<file path="src/rtl/load_store_unit_pkg.sv">
// load_store_unit_pkg: shared FSM encoding, default address width and offset arithmetic
package load_store_unit_pkg;
    localparam int DEFAULT_WORD_INDEX_BITS = 8;

    typedef enum logic [2:0] {IDLE, READ, CAPTURE, WRITE, DONE} lsuState_t;

    function automatic logic [31:0] offsetAddr(input logic [31:0] base, input logic [31:0] offset, input logic upDown);
        return upDown ? base + offset : base - offset;
    endfunction
endpackage

</file>
<file path="src/rtl/load_store_unit_if.sv">
// load_store_unit_if: execute-side request/response and dataMemory port of the load/store unit
interface load_store_unit_if;
    logic        start;
    logic        isLoad;
    logic        isByte;
    logic        preIndex;
    logic        upDown;
    logic        writeBack;
    logic [31:0] base;
    logic [31:0] offset;
    logic [31:0] storeData;
    logic        busy;
    logic        done;
    logic [31:0] loadData;
    logic [31:0] wbAddr;
    logic        wbEn;
    logic        misaligned;
    logic [31:0] memAddr;
    logic [31:0] memDataIn;
    logic [31:0] memDataOut;
    logic        memoryEnable;
    logic        readNotWrite;

    modport master (
        output start, isLoad, isByte, preIndex, upDown, writeBack, base, offset, storeData, memDataOut,
        input  busy, done, loadData, wbAddr, wbEn, misaligned, memAddr, memDataIn, memoryEnable, readNotWrite
    );

    modport slave (
        input  start, isLoad, isByte, preIndex, upDown, writeBack, base, offset, storeData, memDataOut,
        output busy, done, loadData, wbAddr, wbEn, misaligned, memAddr, memDataIn, memoryEnable, readNotWrite
    );
endinterface

</file>
<file path="src/rtl/load_store_unit_byte_lane_merge.sv">
// load_store_unit_byte_lane_merge: little-endian byte extract (zero-extended) and byte insert on a 32-bit word
module load_store_unit_byte_lane_merge (
    input  logic [31:0] word,
    input  logic [7:0]  byteIn,
    input  logic [1:0]  lane,
    output logic [31:0] byteOut,
    output logic [31:0] mergedWord
);
    always_comb begin
        byteOut = {24'b0, word[{lane, 3'b000} +: 8]};
        mergedWord = word;
        mergedWord[{lane, 3'b000} +: 8] = byteIn;
    end
endmodule

</file>
<file path="src/rtl/load_store_unit.sv">
// load_store_unit: LDR/STR/LDRB/STRB address generation and sequencing of a registered word-indexed dataMemory
module load_store_unit
    import load_store_unit_pkg::*;
#(
    parameter int WORD_INDEX_BITS = DEFAULT_WORD_INDEX_BITS
) (
    input logic clk,
    input logic reset,
    load_store_unit_if.slave bus
);
    lsuState_t state, nextState;
    logic isLoadR, isByteR, wbEnR, misalignedR;
    logic [1:0] laneR;
    logic [WORD_INDEX_BITS-1:0] wordIdxR;
    logic [31:0] wordR, wbAddrR, loadDataR, sum, accAddr, byteOut, mergedWord;
    logic accept, unusedAddrBits;

    assign sum = offsetAddr(bus.base, bus.offset, bus.upDown);
    assign accAddr = bus.preIndex ? sum : bus.base;
    assign unusedAddrBits = ^accAddr[31:WORD_INDEX_BITS+2];
    assign accept = state == IDLE && bus.start;

    // STRB inserts its byte into the word read back in CAPTURE; wordR then holds the write data
    load_store_unit_byte_lane_merge laneMerge (
        .word(bus.memDataOut),
        .byteIn(wordR[7:0]),
        .lane(laneR),
        .byteOut(byteOut),
        .mergedWord(mergedWord)
    );

    always_comb begin
        nextState = state;
        case (state)
            IDLE:    nextState = bus.start ? ((bus.isLoad || bus.isByte) ? READ : WRITE) : IDLE;
            READ:    nextState = CAPTURE;
            CAPTURE: nextState = isLoadR ? DONE : WRITE;
            WRITE:   nextState = DONE;
            DONE:    nextState = IDLE;
            default: nextState = IDLE;
        endcase
    end

    always_ff @(posedge clk) begin
        if (reset) begin
            state <= IDLE;
            isLoadR <= 1'b0;
            isByteR <= 1'b0;
            wbEnR <= 1'b0;
            misalignedR <= 1'b0;
            laneR <= '0;
            wordIdxR <= '0;
            wordR <= '0;
            wbAddrR <= '0;
            loadDataR <= '0;
        end else begin
            state <= nextState;
            if (accept) begin
                isLoadR <= bus.isLoad;
                isByteR <= bus.isByte;
                wbEnR <= bus.writeBack | ~bus.preIndex;
                misalignedR <= ~bus.isByte & (accAddr[1:0] != 2'b00);
                laneR <= accAddr[1:0];
                wordIdxR <= accAddr[WORD_INDEX_BITS+1:2];
                wordR <= bus.storeData;
                wbAddrR <= sum;
            end
            if (state == CAPTURE && isLoadR)
                loadDataR <= isByteR ? byteOut : bus.memDataOut;
            if (state == CAPTURE && !isLoadR)
                wordR <= mergedWord;
        end
    end

    // Reset gates the memory strobes combinationally so an aborted write never lands
    assign bus.memoryEnable = ~reset & (state == READ || state == WRITE);
    assign bus.readNotWrite = reset | (state != WRITE);
    assign bus.memAddr = 32'(wordIdxR);
    assign bus.memDataIn = wordR;
    assign bus.busy = ~reset & (state == READ || state == CAPTURE || state == WRITE);
    assign bus.done = ~reset & (state == DONE);
    assign bus.loadData = loadDataR;
    assign bus.wbAddr = wbAddrR;
    assign bus.wbEn = bus.done & wbEnR;
    assign bus.misaligned = bus.done & misalignedR;
endmodule

</file>
<file path="src/flat_wrapper.sv">
// flat-port wrapper written by rule: the top's interface ports become plain ports
module load_store_unit_flat import load_store_unit_pkg::*;
#(
    parameter int WORD_INDEX_BITS = DEFAULT_WORD_INDEX_BITS
)
  (clk, reset, bus_start, bus_isLoad, bus_isByte, bus_preIndex, bus_upDown, bus_writeBack, bus_base, bus_offset, bus_storeData, bus_memDataOut, bus_busy, bus_done, bus_loadData, bus_wbAddr, bus_wbEn, bus_misaligned, bus_memAddr, bus_memDataIn, bus_memoryEnable, bus_readNotWrite);
  load_store_unit_if bus_i ();
  input logic clk;
  input logic reset;
  input wire logic [$bits(bus_i.start)-1:0] bus_start;
  input wire logic [$bits(bus_i.isLoad)-1:0] bus_isLoad;
  input wire logic [$bits(bus_i.isByte)-1:0] bus_isByte;
  input wire logic [$bits(bus_i.preIndex)-1:0] bus_preIndex;
  input wire logic [$bits(bus_i.upDown)-1:0] bus_upDown;
  input wire logic [$bits(bus_i.writeBack)-1:0] bus_writeBack;
  input wire logic [$bits(bus_i.base)-1:0] bus_base;
  input wire logic [$bits(bus_i.offset)-1:0] bus_offset;
  input wire logic [$bits(bus_i.storeData)-1:0] bus_storeData;
  input wire logic [$bits(bus_i.memDataOut)-1:0] bus_memDataOut;
  output wire logic [$bits(bus_i.busy)-1:0] bus_busy;
  output wire logic [$bits(bus_i.done)-1:0] bus_done;
  output wire logic [$bits(bus_i.loadData)-1:0] bus_loadData;
  output wire logic [$bits(bus_i.wbAddr)-1:0] bus_wbAddr;
  output wire logic [$bits(bus_i.wbEn)-1:0] bus_wbEn;
  output wire logic [$bits(bus_i.misaligned)-1:0] bus_misaligned;
  output wire logic [$bits(bus_i.memAddr)-1:0] bus_memAddr;
  output wire logic [$bits(bus_i.memDataIn)-1:0] bus_memDataIn;
  output wire logic [$bits(bus_i.memoryEnable)-1:0] bus_memoryEnable;
  output wire logic [$bits(bus_i.readNotWrite)-1:0] bus_readNotWrite;
  assign bus_i.start = bus_start;
  assign bus_i.isLoad = bus_isLoad;
  assign bus_i.isByte = bus_isByte;
  assign bus_i.preIndex = bus_preIndex;
  assign bus_i.upDown = bus_upDown;
  assign bus_i.writeBack = bus_writeBack;
  assign bus_i.base = bus_base;
  assign bus_i.offset = bus_offset;
  assign bus_i.storeData = bus_storeData;
  assign bus_i.memDataOut = bus_memDataOut;
  assign bus_busy = bus_i.busy;
  assign bus_done = bus_i.done;
  assign bus_loadData = bus_i.loadData;
  assign bus_wbAddr = bus_i.wbAddr;
  assign bus_wbEn = bus_i.wbEn;
  assign bus_misaligned = bus_i.misaligned;
  assign bus_memAddr = bus_i.memAddr;
  assign bus_memDataIn = bus_i.memDataIn;
  assign bus_memoryEnable = bus_i.memoryEnable;
  assign bus_readNotWrite = bus_i.readNotWrite;
  load_store_unit #(.WORD_INDEX_BITS(WORD_INDEX_BITS)) u_core (.clk(clk), .reset(reset), .bus(bus_i));
endmodule
</file>
<file path="config.mk">
export PLATFORM = sky130hd
export DESIGN_NAME = load_store_unit_flat
export DESIGN_NICKNAME = d
export VERILOG_FILES = /design/src/rtl/load_store_unit_pkg.sv /design/src/rtl/load_store_unit_if.sv /design/src/rtl/load_store_unit_byte_lane_merge.sv /design/src/rtl/load_store_unit.sv /design/src/flat_wrapper.sv
export SDC_FILE = /design/constraint.sdc
export NUM_CORES = 1
export LEC_CHECK = 0
export ABC_CLOCK_PERIOD_IN_PS = 7300
export CAP_MARGIN = 30
export CORE_UTILIZATION = 51
export DETAILED_ROUTE_END_ITERATION = 6
export PLACE_DENSITY = 0.85
export SLEW_MARGIN = 25
export SYNTH_ARGS = -nofsm -noshare
export SYNTH_HDL_FRONTEND = slang
export SYNTH_HIERARCHICAL = 1
export SYNTH_SLANG_ARGS = --single-unit
</file>
<file path="constraint.sdc">
create_clock -name clk -period 7.3 [get_ports clk]
set_clock_uncertainty 0.1 [all_clocks]
set_input_delay 2.19 -clock clk [delete_from_list [all_inputs] [get_ports clk]]
set_output_delay 2.19 -clock clk [all_outputs]
set_load 0.01 [all_outputs]
</file>
==> summary.md <==
| Metric | Value |
|---|---|
| Worst vdd ir | `~190 µV` |
| Wirelength per Cell | `18.6 µm` |
| GPL Wtd Cong | `0.981` |
| Buffers on Ports | `roughly 250` |
| Critical Path Source | `bus_offset[10]` |
| Post-CTS sizing | `0` |
| Max-cap viol count | `0` |
| R2R setup slack | `roughly 4.4 ns` |
| Worst r2r src | `u_core/laneR[1]$_SDFFE_PP0P_` |
| Sw power | `~900 µW` |
| Placeable Area | `15900 µm²` |
| Ant diodes | `0` |
| Clk buf depth | `2` |
| Dpl cell area | `approximately 11000 µm²` |
| Post-synth EDFFs | `0` |
| Place WS | `roughly 0.69 ns` |
| Worst skew pair latency | `about 0.42 ns` |
| P&R area growth vs syn | `36.5%` |
| Placed Cells | `between 1k and 1.5k` |
| Top cells by area, synth | `dfxtp_1 (27%), nand2_1 (6.8%), ha_1 (6.6%)` |
| Mapped Cells | `1061` |
| CP Cell Sequence | `clkdlybuf4s50_1 -> or4_4 -> nor3_2 -> nand2_1 -> nor3_2 -> a21oi_1 -> xor2_1 -> ha_1 -> nand2_1 -> nor4_2 -> nor4b_2 -> and3b_1 -> o31ai_1 -> mux2_1 -> nor4_1` |
| Worst slew margin | `0.417` |
| Crit path max-delay cell type | `or4_4` |
| Distinct cells, synth | `79` |
| CP Max Fanout | `6` |
| Post-CTS Setup Bufs | `0` |
| CTS Root Buffer Type | `clkbuf_16` |
| Sequential area share after synthesis | `0.272` |
| CTS tree | `yes` |
| Worst Path Required | `7.52 ns` |
| Crit path DAT | `around 6.5 ns` |
| Final WL | `~28000 µm` |
| Critical path class | `primary input to flip-flop` |
| Leakage | `about 0.0043 µW` |
| Pint | `roughly 1700 µW` |
| Synth Cell Area | `8310 µm²` |
| Cell area after layout | `between 10000 and 15000 µm²` |
| First-pass DRT Iterations | `6` |
| Starting Density | `0.523` |
| Period minus WS final | `approximately 6.3 ns` |
| CTS sink count | `approximately 110` |
| DIE AREA | `about 17000 µm²` |
| DP Wirelength | `a little over 20000 µm` |
| Via/cell ratio | `roughly 6` |
| # nets final | `between 1k and 1.5k` |
| Die width | `between 100 and 150 µm` |
| Fmax | `between 0.15 and 0.2 GHz` |
| Fin. max-slew vios | `0` |
| Worst path max stage delay | `around 0.56 ns` |
| # H-tree levels | `4` |
| Setup TNS Final | `0 ns` |
| Final worst-path setup slack | `0.988 ns` |
| R2R Path End | `u_core/bus.memDataIn[17]$_SDFFE_PP0N_` |
| RSZ-0062 raised after global routing | `no` |
| Non-filler instance count after layout | `around 1.5k` |
| Power share of the combinational group | `0.352` |
| Setup crit end kind | `flip-flop` |
| Global-route wire length before repair | `42200 µm` |
| Synth warnings | `6` |
| Yosys top cell by area | `dfxtp_1` |
| FFs w/ async S/R, synth | `0` |
| Layout cell share with drive strength beyond 1 | `0.0563` |
| Quantity of hold-fixing buffers added after cts | `0` |
| Switching share of power | `0.341` |
| Synthesized flop and latch total | `113` |
| Crit share post-route | `0.865` |
| Die Ht | `roughly 130 µm` |
| Total Power | `approximately 2600 µW` |
| Antenna-violating nets left | `0` |
| Initial antenna violation count | `0` |
| I/O pin cnt | `270` |
| Synth top area share | `0.272` |
| Number of global-route vias before repair | `a little over 8k` |
| Slew @ Worst Pin | `0.874 ns` |
| Gr ovfl total | `0` |
| Worst setup endpoint | `u_core/bus.wbAddr[30]$_SDFFE_PP0P_` |
| Critical Path Source Type | `primary input` |
| Status | `completed` |
| Clock power frac | `0.356` |
| Synthesized area per cell | `between 7 and 8 µm²` |
| Core Rows | `46` |
| Vias | `approximately 8.8k` |
| R2R cell count | `6` |
| TritonCTS buffer count | `17` |
| Sequential share of power | `0.292` |
| Worst Hold Class | `flip-flop to flip-flop` |
| Top_reg_cell synth | `dfxtp_1` |
| Residual DRC count | `0` |
| Largest net degree at the start of global routing | `approximately 80` |
| Final setup violation count | `0` |
| Final Hold Viols | `0` |
| Clock transition at the registers of the reported paths | `0.06 ns` |
| Power Dens Cells | `about 230 nW/µm²` |
| Total track usage | `0.326` |
| Fillcell total | `1236` |
| Initial drt markers | `921` |
cells in the final DEF, fill, tap and decap left out, drive strengths merged, types with 7 or more instances in the layout:
master         netlist  layout
a211oi              46      46
a21o                 8       8
a21oi               61      61
a22o                 9       9
a311oi              34      34
buf                 60      10
clkbuf              55      17
clkdlybuf4s50        0     244
conb                 2      48
dfxtp              113     113
ha                  44      44
inv                 41      44
mux2i               40      40
mux4                 8       8
nand2              151     151
nand2b               8       8
nand3               14      14
nor2               120     120
nor3                22      22
nor4                11      11
o211ai               7       7
o21a                 8       8
o21ai               30      30
o22ai               16      16
o32ai                9       9
or3                  9       9
xnor2               18      18
xor2                31      31
sequential cells by signal, summed over array words and instances (netlist names):
name / flops
u_core/misalignedR: 1
u_core/bus.memDataIn: 32
u_core/wordIdxR: 8
u_core/isByteR: 1
u_core/bus.loadData: 32
u_core/isLoadR: 1
u_core/state: 3
u_core/bus.wbAddr: 32
u_core/wbEnR: 1
u_core/laneR: 2
worst max-delay path, delay by kind of cell:
family | cells | cell delay, ns
buf+inv | 1 | 0.47
fa+ha+maj | 1 | 0.39
xor+xnor | 1 | 0.18
compound gates | 2 | 0.50
simple gates | 9 | 2.45
mux | 1 | 0.36
final cells by class:
| class | count | area (µm²) | area share |
|---|---|---|---|
| inverter | 41 | 154 | 0.0136 |
| sequential | 113 | 2260 | 0.200 |
| clock buffer | 17 | 425 | 0.0375 |
| timing repair buffer | 254 | 2550 | 0.225 |
| multi-input combinational | 838 | 5440 | 0.480 |
| tap | 216 | 270 | 0.0238 |
| clock inverter | 15 | 233 | 0.0205 |
worst min path at each step:
stage | startpoint | end | slack, ns | depth (start not counted)
finish | u_core/bus.wbAddr[1]$_SDFFE_PP0P_ | u_core/bus.wbAddr[1]$_SDFFE_PP0P_ | 0.35 | 2
global route | u_core/bus.wbAddr[23]$_SDFFE_PP0P_ | u_core/bus.wbAddr[23]$_SDFFE_PP0P_ | 0.37 | 2
CTS | u_core/bus.wbAddr[23]$_SDFFE_PP0P_ | u_core/bus.wbAddr[23]$_SDFFE_PP0P_ | 0.35 | 2
detailed placement | u_core/bus.wbAddr[23]$_SDFFE_PP0P_ | u_core/bus.wbAddr[23]$_SDFFE_PP0P_ | 0.35 | 2
global placement | u_core/bus.wbAddr[23]$_SDFFE_PP0P_ | u_core/bus.wbAddr[23]$_SDFFE_PP0P_ | 0.34 | 2
floorplan | u_core/misalignedR$_SDFFE_PP0P_ | u_core/misalignedR$_SDFFE_PP0P_ | 0.35 | 2
Yosys cell counts (all sizes together) (3+ instances only):
cell type and n:
nor4 11, nand2 151, o32ai 9, a311oi 34
a22o 9, mux2i 40, nor3 22, nand2b 8
nor2b 3, xnor2 18, buf 60, a21boi 5
a41oi 4, ha 44, o22ai 16, a211oi 46
a31oi 6, nand4 5, nand3 14, o21a 8
or2 3, inv 41, nor2 120, o31ai 5
nand3b 6, mux4 8, or3 9, and3 5
a2111oi 3, o211ai 7, a21oi 61, xor2 31
and2 5, dfxtp 113, o21ai 30, clkbuf 55
o21bai 3, a21o 8, nor4b 3, a211o 3
through the flow:
step / hold WS, ns / util
after detailed placement: 0.345 / 0.671
after floorplan: 0.348 / -
final: 0.354 / 0.714
after global routing: 0.368 / 0.714
after CTS: 0.353 / 0.713
after global placement: 0.339 / 0.669
power groups by stage:
stage | Clock [µW] | Combinational, µW | Sequential, µW
6_report | 938 | 928 | 768
4_1_cts | 939 | 907 | 770
5_1_grt | 964 | 1000 | 776
3_3_place_gp | 0 | 879 | 780
2_1_floorplan | 0 | 526 | 789
3_5_place_dp | 0 | 896 | 781
cells by family (layout without fill, tap and decap cells):
| logic type | count (synthesis) | in the layout | share of synthesized area |
|---|---|---|---|
| simple gates | 376 | 376 | 0.207 |
| compound gates | 270 | 270 | 0.231 |
| buf+inv | 156 | 327 | 0.0960 |
| flops | 113 | 113 | 0.272 |
| mux | 50 | 50 | 0.0726 |
| xor+xnor | 49 | 49 | 0.0517 |
| fa+ha+maj | 45 | 45 | 0.0687 |
| other cells | 2 | 48 | 0.000904 |
routing by layer:
metal,wire length [µm],vias up,GRT usage
li1,-,4144,-
met4,1230,0,0.171
met1,11000,4083,0.389
met3,2540,98,0.0764
met2,13000,522,0.544
met5,0,-,0
Power figures use the tool's default switching activity.
